## config.mk

```make
export PLATFORM = sky130hd
export DESIGN_NAME = bcd_clock
export DESIGN_NICKNAME = d
export VERILOG_FILES = /design/src/rtl/bcd_clock_pkg.sv /design/src/rtl/bcd_mod_counter.sv /design/src/rtl/bcd_clock.sv
export SDC_FILE = /design/constraint.sdc
export NUM_CORES = 1
export LEC_CHECK = 0
export BUFFER_PORTS_ARGS = -buffer_cell sky130_fd_sc_hd__buf_2
export CORE_MARGIN = 5
export CORE_UTILIZATION = 41
export CTS_BUF_LIST = sky130_fd_sc_hd__clkbuf_8
export DETAILED_ROUTE_END_ITERATION = 12
export PLACE_DENSITY = 0.69
export SLEW_MARGIN = 20
export SYNTH_ARGS = -nofsm -noshare
export SYNTH_HDL_FRONTEND = slang
export SYNTH_HIERARCHICAL = 1
export SYNTH_SLANG_ARGS = --single-unit
```

## constraint.sdc

```tcl
create_clock -name clk -period 2.8 [get_ports clk]
set_clock_uncertainty 0.2 [all_clocks]
set_input_delay 0.7 -clock clk [delete_from_list [all_inputs] [get_ports clk]]
set_output_delay 0.7 -clock clk [all_outputs]
set_load 0.01 [all_outputs]
```

## src/rtl/bcd_clock_pkg.sv

```systemverilog
// Shared constants and BCD helper for the time-of-day clock.
// 12-hour mode is selected with CLOCK_12H_EN.
package bcd_clock_pkg;

  localparam logic [7:0] SEC_MAX  = 8'h59;
  localparam logic [7:0] MIN_MAX  = 8'h59;
  localparam logic [7:0] HR24_MAX = 8'h23;
  localparam logic [7:0] HR12_MAX = 8'h12;
  localparam logic [7:0] HR12_MIN = 8'h01;

  function automatic logic [7:0] bcd_inc(
    input logic [7:0] v
  );
    logic [7:0] r;
    if (v[3:0] == 4'd9)
      r = {v[7:4] + 4'd1, 4'd0};
    else
      r = {v[7:4], v[3:0] + 4'd1};
    return r;
  endfunction

endpackage

```

## src/rtl/bcd_mod_counter.sv

```systemverilog
// Two-digit BCD counter that reloads after reaching its wrap value.
// Used for the seconds, minutes and hours fields of bcd_clock.
module bcd_mod_counter #(
  parameter logic [7:0] INIT = 8'h00
) (
  input  logic       clk,
  input  logic       reset,
  input  logic       inc,
  input  logic [7:0] wrap,
  input  logic [7:0] reload,
  output logic [7:0] q,
  output logic       at_max
);
  import bcd_clock_pkg::*;

  assign at_max = (q == wrap);

  always_ff @(posedge clk) begin
    if (!reset)
      q <= INIT;
    else if (inc)
      q <= at_max ? reload : bcd_inc(q);
  end

endmodule

```

## src/rtl/bcd_clock.sv

```systemverilog
// BCD time-of-day clock, one second per enabled cycle.
// Define CLOCK_12H_EN for 12-hour mode with a pm output.
module bcd_clock (
  input  logic       clk,
  input  logic       reset,
  input  logic       ena,
  output logic [7:0] hh,
  output logic [7:0] mm,
  output logic [7:0] ss
`ifdef CLOCK_12H_EN
  ,
  output logic       pm
`endif
);
  import bcd_clock_pkg::*;

`ifdef CLOCK_12H_EN
  localparam logic [7:0] HR_WRAP = HR12_MAX;
  localparam logic [7:0] HR_LOAD = HR12_MIN;
  localparam logic [7:0] HR_INIT = HR12_MAX;
`else
  localparam logic [7:0] HR_WRAP = HR24_MAX;
  localparam logic [7:0] HR_LOAD = 8'h00;
  localparam logic [7:0] HR_INIT = 8'h00;
`endif

  logic ss_max;
  logic mm_max;
  logic mm_inc;
  logic hh_inc;
  logic hh_max_unused;

  assign mm_inc = ena & ss_max;
  assign hh_inc = mm_inc & mm_max;

  bcd_mod_counter #(
    .INIT(8'h00)
  ) u_ss (
    .clk   (clk),
    .reset (reset),
    .inc   (ena),
    .wrap  (SEC_MAX),
    .reload(8'h00),
    .q     (ss),
    .at_max(ss_max)
  );

  bcd_mod_counter #(
    .INIT(8'h00)
  ) u_mm (
    .clk   (clk),
    .reset (reset),
    .inc   (mm_inc),
    .wrap  (MIN_MAX),
    .reload(8'h00),
    .q     (mm),
    .at_max(mm_max)
  );

  bcd_mod_counter #(
    .INIT(HR_INIT)
  ) u_hh (
    .clk   (clk),
    .reset (reset),
    .inc   (hh_inc),
    .wrap  (HR_WRAP),
    .reload(HR_LOAD),
    .q     (hh),
    .at_max(hh_max_unused)
  );

`ifdef CLOCK_12H_EN
  // Flip only on 11 -> 12; the 12 -> 01 reload leaves pm alone.
  always_ff @(posedge clk) begin
    if (!reset)
      pm <= 1'b0;
    else if (hh_inc && bcd_inc(hh) == HR12_MAX)
      pm <= ~pm;
  end
`endif

endmodule

```

## Yosys cells after proc, flatten, opt, wreduce, memory -nomap -nowiden

Cells that the tools add are included.

| word-level totals | value |
|---|---|
| register bits | 24 |
| bits in latches | 0 |
| bits in writable memories | 0 |
| bits in read-only memories | 0 |
| logic and storage cells | 32 |
| memories | 0 |

| operators by class | value |
|---|---|
| add/sub/neg operators | 6 |
| multiply operators | 0 |
| divide/modulo/power cells | 0 |
| $lt $le $gt $ge | 0 |
| eq/ne operators | 6 |
| shift-type cells | 0 |
| muxes and demuxes | 6 |
| bitwise operators | 2 |
| reductions and logical operators | 6 |

Operators with widths:

| cell | count |
|---|---|
| 8-bit two-way mux | 6 |
| 4-bit by 1-bit adder with 4-bit output (second input constant) | 6 |
| 8-bit by 7-bit == test with 1-bit output (second input constant) | 2 |
| 4-bit == test (second input constant) | 3 |
| 8-bit by 6-bit == test with 1-bit output (second input constant) | 1 |
| 2-bit AND reduction | 3 |
| 2-bit nonzero test | 3 |
| 1-bit bitwise AND | 2 |

## Logic depth before layout (Yosys ltp)

| logic depth | value |
|---|---|
| depth after elaboration | 4 |
| gate-level depth with buffers | 12 |
| depth with buffers taken out | 9 |

## Hierarchy

The synthesis kept the hierarchy.

By module, submodules not included:

| module | instances | cells each | area an instance (um^2) |
|---|---|---|---|
| bcd_mod_counter | 3 | 80 | 694.4 |
| bcd_clock | 1 | 4 | 20.0 |

## Least setup slack after synthesis

No wires, ideal clock.

| path | value |
|---|---|
| path type | flip-flop to flip-flop |
| start point | register u_mm.q[4] |
| end point | register u_hh.q[3] |
| library setup time | 0.127 ns |
| arrival | 2.008 ns |
| required time | 2.473 ns |
| setup slack | 0.465 ns |
| cell stages (with the launch flop) | 11 |
| path buffers | 2 |
| clock period less this slack | 2.335 ns |
| cell sequence | dfxtp_1 -> xnor2_1 -> nand4_1 -> nor2_4 -> buf_6 -> and3_1 -> buf_2 -> nand2_1 -> o21bai_1 -> a221oi_1 -> nor3_1 |

| between the ends | value |
|---|---|
| cells in the longest elaborated chain, start to end | 2 |

Ends and longest elaborated chain:

| element | line | source |
|---|---|---|
| from (decl) | bcd_mod_counter.sv:11 | `output logic [7:0] q,` |
| from (signal assigned) | bcd_mod_counter.sv:22 | `q <= at_max ? reload : bcd_inc(q);` |
| 8-bit by 7-bit == test with 1-bit output | bcd_mod_counter.sv:16 | `assign at_max = (q == wrap);` |
| named net mm_max | bcd_clock.sv:28 | `logic mm_max;` |
| 1-bit bitwise AND | bcd_clock.sv:34 | `assign hh_inc = mm_inc & mm_max;` |
| named net hh_inc | bcd_clock.sv:30 | `logic hh_inc;` |
| to (signal assigned) | bcd_mod_counter.sv:22 |  |
| to (decl) | bcd_mod_counter.sv:11 |  |

The timed path passes the listed nets, and every way through them passes these cells.
A chain may end at the register's enable or synchronous reset.

## Worst setup path after layout

| path | value |
|---|---|
| start point | register u_ss.q[4] |
| end point | register u_hh.q[7] |

| between the ends | value |
|---|---|
| cells in the longest elaborated chain, start to end | 4 |

Ends and longest elaborated chain:

| element | line | source |
|---|---|---|
| from (decl) | bcd_mod_counter.sv:11 |  |
| from (signal assigned) | bcd_mod_counter.sv:22 |  |
| 8-bit by 7-bit == test with 1-bit output | bcd_mod_counter.sv:16 |  |
| named net ss_max | bcd_clock.sv:27 | `logic ss_max;` |
| 1-bit bitwise AND | bcd_clock.sv:33 | `assign mm_inc = ena & ss_max;` |
| 1-bit bitwise AND | bcd_clock.sv:34 |  |
| named net hh_inc | bcd_clock.sv:30 |  |
| 2-bit AND reduction (no line) | -- |  |

The timed path passes the listed nets, and every way through them passes these cells.

==> flow_metrics.tcl <==
set metrics [dict create \
    nets 320 \
    hold_buffers 0 \
    grt_setup_unrepaired "no" \
    io_pins 27 \
    dpl.hpwl_mm 3.24 \
    die_w_um 81.6 \
    yosys.cell_count.top_type "dfxtp_1" \
    timing_max_transition_violations_final 0 \
    grt_first_pass_wirelength_mm 7.82 \
    syn_inst 244 \
    syn_area_sq_um 2100 \
    clock_latency_ns 0.27 \
    clk_path_buf_depth 2 \
    port_buffers 26 \
    drive_gt1_share_pct 18.8 \
    grt_max_degree 25 \
    hold_viol_final 0 \
    avgRoutedWirePerCell_um 11.6 \
    drtIter0Drc 46 \
    clk_pin_slew_ns 0.09 \
    overflow 0 \
    critPathMaxStageDelay_ns 0.48 \
    antenna_found_initial 0 \
    cp_max_fo 8 \
    cp_slowest_cell "dfxtp_1" \
    min_period_ns 2.40 \
    setup_viol 0 \
    power.leakage_nw 1.05 \
    cts_resized 0 \
    status "finished, final reports clean" \
    root_buffer "clkbuf_8" \
    yosysWarnings 6 \
    vdd_ir_drop_max_mv 0.224 \
    cp-start-kind "flop" \
    min_period_over_period_pct 85.7 \
    num_rows 26 \
    synth-main-ff-cell "dfxtp_1" \
    maxCapViolCount 0 \
    track_usage_pct 14.7 \
    fin_tns_setup_ns 0 \
    post-synth-top-area-fraction_pct 22.8 \
    path_buf_inv 0 \
    synthTopCellsByArea "dfxtp_1, o31a_1, xnor2_1" \
    async_flop_share_pct 0 \
    cts_tree "done" \
    die_area_sq_um 6660 \
    synth_cell_types 35 \
    avgSynthCellArea_sq_um 8.62 \
    vias 1850 \
    clock_sinks 24 \
    yosys.area.top_type "dfxtp_1" \
    coreArea_sq_um 5040 \
    synthTopCellsByCount "dfxtp_1, and3_1, nand2_1, o31a_1, xnor2_1" \
    die_h_um 81.6 \
    critPathTopFamily "simple AND/OR/NAND/NOR gates" \
    detail_route.wirelength_mm 4.44 \
    ys_seq_area_share_pct 22.8 \
    worstSetupEndpointType "flop" \
    htree_levels 1 \
    area_growth_pct 19.6 \
    cp_data_arrival_time_ns 2.37 \
    hp-class "reg -> reg" \
    max_freq_mhz 417 \
    p_per_area_nw_per_um2 333 \
    path_cells "xnor2_1, nand4_1, nor2_4, and3_1, nand3_1, nor3_1, a211oi_1, o31a_1" \
    synth_seq_cells 24 \
    drc 0 \
    dr.pass1.iters 5 \
    cts_made_buffers 3 \
    synth_edf_count 0 \
    placed_area_sq_um 2440 \
    criticalPathCategory "reg -> reg" \
    vias_per_cell 4.83 \
    gp_congestion 0.797 \
    start_util_pct 41.7 \
    antenna_left 0 \
    cts_setup_buffers 0 \
    stdcell_area_sq_um 2520 \
    required_ns 2.77 \
    grt_pass1_vias 1690 \
    n_antenna_cell 0 \
]
worst min-delay path: stages (launching register included):
cell	delay, ns
dfxtp_1	0.39
o21ai_0	0.16
nor3_1	0.05
metrics by stage:
| stage | power (mW) | hold slack, ns | utilization, % | setup WS (ns) | std cells |
|---|---|---|---|---|---|
| 2_1_floorplan | 0.497 | 0.412 | - | 0.465 | 290 |
| 3_3_place_gp | 0.529 | 0.431 | 48.5 | 0.471 | 379 |
| 3_5_place_dp | 0.532 | 0.426 | 48.5 | 0.436 | 379 |
| 4_1_cts | 0.848 | 0.440 | 49.9 | 0.412 | 383 |
| 5_1_grt | 0.888 | 0.484 | 49.9 | 0.155 | 383 |
| 6_report | 0.837 | 0.438 | 49.9 | 0.399 | 383 |
logic make-up after synthesis:
| kind of cell | count (synthesis) | synth area share [%] |
|---|---|---|
| buffers and inverters | 24 | 6.78 |
| DFF | 24 | 22.8 |
| AOI/OAI and AO/OA | 51 | 18.4 |
| adders and majority gates | 3 | 1.78 |
| other | 2 | 0.357 |
| xor gates and xnor gates | 24 | 14.8 |
| and+or+nand+nor | 113 | 33.6 |
| muxes | 3 | 1.43 |
placed cells by master (no fill, tap or decap), types with 6 or more instances in the layout:
cell and instances:
conb_1 48, buf_2 26, dfxtp_1 24, and3_1 19, xnor2_1 15, nand2_1 15, o31a_1 15, nor2b_1 12
nand3_1 12, inv_1 9, a21oi_1 9, nand3b_1 9, nor2_1 9, nor3_1 9, buf_4 8, nand4_1 6
xnor2_2 6, o21ai_0 6, nor3b_1 6, a21oi_2 6
where the power goes:
group          leakage [nW]  internal (mW)  switching (mW)
sequential            0.195          0.353          0.0233
combinational         0.822         0.0695          0.0785
clock                0.0357          0.191           0.122
state kept, by name (all words and copies together) (netlist names):
name	count
u_mm/q	8
u_hh/q	8
u_ss/q	8
per-layer routing:
metal  GRT usage (%)  wire length (um)  part of all wire (%)
met1            19.0              2220                    50
met2            25.2              2050                    46
met3            3.18               135                   3.0
met4            2.49                26                  0.59
met5               0                 0                     0
layout make-up:
type | instances | area, sq um
clock inverters | 1 | 30.0
flip-flops and latches | 24 | 480
repair buffers | 34 | 190
fillers | 511 | 2530
multi-input cells | 242 | 1650
inverters | 9 | 33.8
well taps | 70 | 87.6
clock buffers | 3 | 41.3
final timing paths:
| kind | startpoint | endpoint | slack (ns) | cells after the start |
|---|---|---|---|---|
| min | u_hh/q[3] | u_hh/q[3] | 0.44 | 2 |
| min reg2reg | u_hh/q[3] | u_hh/q[3] | 0.44 | 2 |
| max | u_ss/q[4] | u_hh/q[7] | 0.40 | 8 |
| max reg2reg | u_ss/q[4] | u_hh/q[7] | 0.40 | 8 |
No activity file was read; power rests on OpenSTA's default activity.
